==> config.mk <==
export PLATFORM = sky130hd
export DESIGN_NAME = decimal_entry
export DESIGN_NICKNAME = d
export VERILOG_FILES = /design/src/rtl/decimal_entry_pkg.sv /design/src/rtl/decimal_entry_mul10_add.sv /design/src/rtl/decimal_entry.sv
export SDC_FILE = /design/constraint.sdc
export NUM_CORES = 1
export LEC_CHECK = 0
export ABC_AREA = 1
export BUFFER_PORTS_ARGS = -buffer_cell sky130_fd_sc_hd__buf_2
export CAP_MARGIN = 20
export CORE_ASPECT_RATIO = 1.4
export CORE_MARGIN = 2
export CORE_UTILIZATION = 31
export DETAILED_ROUTE_END_ITERATION = 16
export GPL_ROUTABILITY_DRIVEN = 0
export SKIP_CTS_REPAIR_TIMING = 1
export SLEW_MARGIN = 0
export SYNTH_ARGS = -nofsm -noshare
export SYNTH_HDL_FRONTEND = slang
export SYNTH_SLANG_ARGS = --single-unit
==> constraint.sdc <==
create_clock -name clk -period 6.6 [get_ports clk]
set_clock_uncertainty 0.15 [all_clocks]
set_input_delay 0.66 -clock clk [delete_from_list [all_inputs] [get_ports clk]]
set_output_delay 0.66 -clock clk [all_outputs]
set_load 0.03 [all_outputs]
==> src/rtl/decimal_entry_pkg.sv <==
// Shared types and constants for the decimal keypad entry path.
// Holds the FSM state encoding and the BCD digit geometry used by the top and its datapath helper.
package decimal_entry_pkg;

  typedef enum logic [1:0] {
    IDLE = 2'd0,
    CONV = 2'd1,
    DONE = 2'd2
  } state_e;

  localparam int DIGIT_W = 4;
  localparam logic [DIGIT_W-1:0] BCD_MAX = 4'd9;

  function automatic int bcd_width(input int digits);
    return DIGIT_W * digits;
  endfunction

endpackage

==> src/rtl/decimal_entry_mul10_add.sv <==
// Combinational acc*10 + d built from two shifts and adds.
// Reusable step for any decimal-to-binary datapath.
module mul10_add
  import decimal_entry_pkg::*;
#(
  parameter int OUT_W = 16
) (
  input  logic [OUT_W-1:0]   acc,
  input  logic [DIGIT_W-1:0] d,
  output logic [OUT_W-1:0]   res
);

  assign res = (acc << 3) + (acc << 1) + OUT_W'(d);

endmodule

==> src/rtl/decimal_entry.sv <==
// Keypad digit collector with BCD buffer and a multi-cycle BCD-to-binary converter.
// Digits enter on the right; enter walks the buffer most-significant digit first.
module decimal_entry
  import decimal_entry_pkg::*;
#(
  parameter int DIGITS = 4,
  parameter int OUT_W  = 16
) (
  input  logic                   clk,
  input  logic                   rst_n,
  input  logic                   digit_valid,
  input  logic [DIGIT_W-1:0]     digit,
  input  logic                   backspace,
  input  logic                   clear,
  input  logic                   enter,
  output logic [4*DIGITS-1:0]    bcd,
  output logic [2:0]             count,
  output logic                   busy,
  output logic [OUT_W-1:0]       value,
  output logic                   value_valid,
  output logic                   error
);

  localparam int BCD_W = bcd_width(DIGITS);
  localparam int IDX_W = (DIGITS > 1) ? $clog2(DIGITS) : 1;
  localparam logic [2:0] COUNT_MAX = 3'(DIGITS);

  state_e             state_q, state_d;
  logic [BCD_W-1:0]   bcd_q, bcd_d;
  logic [2:0]         count_q, count_d;
  logic [OUT_W-1:0]   acc_q, acc_d;
  logic [OUT_W-1:0]   value_q, value_d;
  logic [IDX_W-1:0]   idx_q, idx_d;
  logic               value_valid_q, value_valid_d;
  logic               error_q, error_d;
  logic [DIGIT_W-1:0] cur_digit;
  logic [OUT_W-1:0]   mac_res;

  assign cur_digit = bcd_q[idx_q*DIGIT_W +: DIGIT_W];

  mul10_add #(.OUT_W(OUT_W)) u_mul10_add (
    .acc (acc_q),
    .d   (cur_digit),
    .res (mac_res)
  );

  always_comb begin
    state_d       = state_q;
    bcd_d         = bcd_q;
    count_d       = count_q;
    acc_d         = acc_q;
    idx_d         = idx_q;
    value_d       = value_q;
    value_valid_d = 1'b0;
    error_d       = 1'b0;
    case (state_q)
      IDLE: begin
        // Only the highest-priority strobe acts in a cycle.
        if (clear) begin
          bcd_d   = '0;
          count_d = '0;
        end else if (enter) begin
          acc_d   = '0;
          idx_d   = IDX_W'(DIGITS - 1);
          state_d = CONV;
        end else if (backspace) begin
          if (count_q != 3'd0) begin
            bcd_d   = bcd_q >> DIGIT_W;
            count_d = count_q - 3'd1;
          end
        end else if (digit_valid) begin
          if (digit <= BCD_MAX && count_q < COUNT_MAX) begin
            bcd_d   = (bcd_q << DIGIT_W) | BCD_W'(digit);
            count_d = count_q + 3'd1;
          end else begin
            error_d = 1'b1;
          end
        end
      end
      CONV: begin
        acc_d = mac_res;
        idx_d = idx_q - IDX_W'(1);
        if (idx_q == '0) state_d = DONE;
      end
      DONE: begin
        value_d       = acc_q;
        value_valid_d = 1'b1;
        state_d       = IDLE;
      end
      default: state_d = IDLE;
    endcase
  end

  always_ff @(posedge clk) begin
    if (!rst_n) begin
      state_q       <= IDLE;
      bcd_q         <= '0;
      count_q       <= '0;
      acc_q         <= '0;
      idx_q         <= '0;
      value_q       <= '0;
      value_valid_q <= 1'b0;
      error_q       <= 1'b0;
    end else begin
      state_q       <= state_d;
      bcd_q         <= bcd_d;
      count_q       <= count_d;
      acc_q         <= acc_d;
      idx_q         <= idx_d;
      value_q       <= value_d;
      value_valid_q <= value_valid_d;
      error_q       <= error_d;
    end
  end

  assign bcd         = bcd_q;
  assign count       = count_q;
  assign busy        = (state_q != IDLE);
  assign value       = value_q;
  assign value_valid = value_valid_q;
  assign error       = error_q;

endmodule

==> summary.md <==
| Metric | Value |
|---|---|
| Max rail drop VDD | `about 120 µV` |
| R2r startpoint | `idx_q[0]` |
| DRT Wirelength | `8560 µm` |
| Die outline area | `about 0.011 mm²` |
| Number of maximum-capacitance violations | `0` |
| Top post-synthesis cells by area | `dfxtp_1 36%, ha_1 11%, nand2_1 9.2%` |
| Grt ovf | `0` |
| Flop pwr share | `39.6%` |
| Final hold vios | `0` |
| Part of the total power dissipated in the clock network | `42.5%` |
| Initial antenna violation count | `0` |
| Startpoint type of the worst setup path | `flop` |
| Worst setup slack for register-to-register paths | `3.73 ns` |
| Number of max-slew violations in the final report | `0` |
| Placement Setup Slack | `3.76 ns` |
| Peak Freq | `349 MHz` |
| Floorplan die width | `90.0 µm` |
| Most frequent cell after synthesis | `nand2_1` |
| Net switching power figure | `~0.00031 W` |
| RSZ-0062 raised after global routing | `no` |
| Syn nets | `502` |
| Worst endpoint required time | `6.67 ns` |
| Number of nets in the layout | `roughly 550` |
| Power density over cell area | `256 mW/mm²` |
| Area delta synth->final | `18.9%` |
| Number of levels in the clock H-tree | `3` |
| I/O pin total | `48` |
| Effective utilization at floorplan | `about a third` |
| Most area-hungry cell type in the Yosys netlist | `dfxtp_1` |
| Half-perimeter wire length after detailed placement | `6540 µm` |
| Site Rows | `44` |
| Die H | `124 µm` |
| Cell Int Power | `around 0.00067 W` |
| Clock slew at the register clock pins of the worst setup and hold paths | `0.05 ns` |
| Clock root cell | `clkbuf_16` |
| # setup viols final | `0` |
| Port-buffer cells | `47` |
| Transition time at the pin with the least slew margin | `0.603 ns` |
| Top-area cell type share of the netlist area | `between 30% and 40%` |
| Overall routing resource usage | `about 16%` |
| Peak per-stage delay on the critical path | `between 0.5 and 0.6 ns` |
| Total number of yosys warnings | `0` |
| Top post-synthesis cells by count | `79 x nand2_1, 76 x nor2_1, 57 x dfxtp_1` |
| Area of the core | `0.0102 mm²` |
| Routed wirelength normalized by instance count | `13.2 µm` |
| Arrival @ worst endpoint | `2.94 ns` |
| Final period utilization | `approximately 43%` |
| End of the critical path | `acc_q[12]` |
| Maximum net fanout on the critical path | `14` |
| Cts bufs inserted | `9` |
| Synth Register Bits | `57` |
| Fin crit period | `2.87 ns` |
| Start point of the critical path | `idx_q[0]` |
| Number of antenna diodes | `0` |
| Number of routed nets with antenna violations | `0` |
| Class of the worst hold path | `reg -> reg` |
| Post-synthesis instance total | `462` |
| Switching Share | `31.6%` |
| Met1 track demand over resource | `between 15 and 20%` |
| Clock Latency Late Sink | `about 0.33 ns` |
| Largest net degree at the start of global routing | `37` |
| Worst R2R Path Depth | `17` |
| Routing layer with the top usage in global route | `met2` |
| First-pass GRT wire length | `14200 µm` |
| Synth async-reset ratio | `0%` |
| Overall via count from detail_route | `3106` |
| Total DRC errors in the routed layout | `0` |
| Sum of negative setup slack | `0 ns` |
| Most frequently used flop master after synthesis | `dfxtp_1` |
| Vias/cell | `about 4.8` |
| Yosys cell types | `30` |
| Setup ws final | `3.73 ns` |
| Comb power frac | `17.9%` |
| Endpoint of the most critical register-to-register path | `acc_q[12]` |
| CTS Buffer Depth | `2` |
| Setup crit end kind | `flop` |
| Worst slew slack as a fraction of its limit | `59.8%` |
| Result of the run | `completed` |
| Clk sinks | `between 50 and 60` |
| Clock tree from TritonCTS | `done` |
| Sequential share of the synthesized area | `~36%` |
| GRT met3 Usage | `3.15%` |
| Mean cell area of the mapped netlist | `6.95 µm²` |
| Number of synthesized flops with an enable pin | `0` |
| Most used cell along the critical path | `nand2_1` |
| Ordered cell list for the critical path | `inv_1 -> o21ai_0 -> o21ai_0 -> ha_1 -> ha_1 -> inv_1 -> fa_1 -> inv_1 -> nand2_1 -> nand2_1 -> nand2_1 -> nand2_1 -> nand2_1 -> nand2_1 -> nand2_1 -> nand2_1 -> o21ai_1` |
| Leakage power total | `1.95 nW` |
| Filler Cells Inserted | `1114` |
| Type of the worst setup path | `reg -> reg` |
| Fraction of final layout cells with drive strength greater than 1 | `approximately 15%` |
| Via count of the first global-routing pass | `3064` |
| Detailed Routing Iterations Pass 1 | `4` |
| Met2 Usage GRT | `29.3%` |
| Mapped Area | `0.00321 mm²` |
| Violation count after the first detailed-route iteration | `~120` |
| Critical path's slowest cell | `dfxtp_1` |
## final cells by class
type,count,area [µm²],area share [%]
multi-input combinational,336,1790,47.0
clock inverter,5,33.8,0.885
clock buffer,10,229,6.00
sequential,57,1140,29.9
tap,138,173,4.52
timing repair buffer,48,243,6.36
inverter,54,203,5.31
## power by group through the flow
stage | Clock (W) | Combinational [W] | Sequential (W)
global route | 0.000438 | 0.000194 | 0.000390
finish | 0.000416 | 0.000175 | 0.000387
CTS | 0.000424 | 0.000177 | 0.000387
global placement | 0 | 0.000173 | 0.000393
detailed placement | 0 | 0.000176 | 0.000394
floorplan | 0 | 0.0000997 | 0.000422
## stage by stage
stage,hold slack (ns),power [W],area (µm²),utilization [%],cells
after floorplan,0.295,0.000521,3210,-,462
final,0.333,0.000977,3820,37.3,648
after detailed placement,0.322,0.000570,3550,34.7,633
after global routing,0.338,0.00102,3820,37.3,648
after CTS,0.331,0.000988,3820,37.3,648
after global placement,0.315,0.000566,3550,34.7,633
## layer usage
layer	vias up	wire, µm
met5	-	0
met4	0	289
met3	18	297
met2	62	4520
met1	1407	3460
li1	1619	-
## cells in the final DEF (no fill, tap or decap), drive strengths merged, types with 3 or more instances in the layout
cell    count
nand2      81
nor2       79
o21ai      67
dfxtp      57
inv        54
a21oi      50
buf        48
ha         27
nand3      14
clkbuf     10
fa          3
clkinv      3
## how the worst min path moves through the flow
stage                end       from  cells after the start
5_1_grt        acc_q[15]  acc_q[15]                      2
6_report         bcd[14]    bcd[10]                      2
4_1_cts        acc_q[15]  acc_q[15]                      2
3_5_place_dp   acc_q[15]  acc_q[15]                      2
3_3_place_gp   acc_q[15]  acc_q[15]                      2
2_1_floorplan  acc_q[15]  acc_q[15]                      2
## worst max-delay path: cells and delay by family (launching register included)
kind,cells,cell delay (ns)
buf+inv,3,0.34
compound gates,3,0.34
fa+ha+maj,3,0.81
flops,1,0.55
simple gates,8,0.56
## cell families after synthesis
| logic type | count (synthesis) | synth area share, % |
|---|---|---|
| and+or+nand+nor | 178 | 22.3 |
| DFF | 57 | 35.5 |
| buffers and inverters | 69 | 8.57 |
| xor gates and xnor gates | 1 | 0.273 |
| adders and majority gates | 30 | 12.4 |
| AOI/OAI and AO/OA | 127 | 20.9 |
## state kept, by name, summed over array words and instances (netlist names)
| signal | cells |
|---|---|
| idx_q | 2 |
| acc_q | 16 |
| error | 1 |
| state_q | 2 |
| value | 16 |
| count | 3 |
| bcd | 16 |
| value_valid | 1 |
Note: power is estimated with default switching activity, not from simulation.
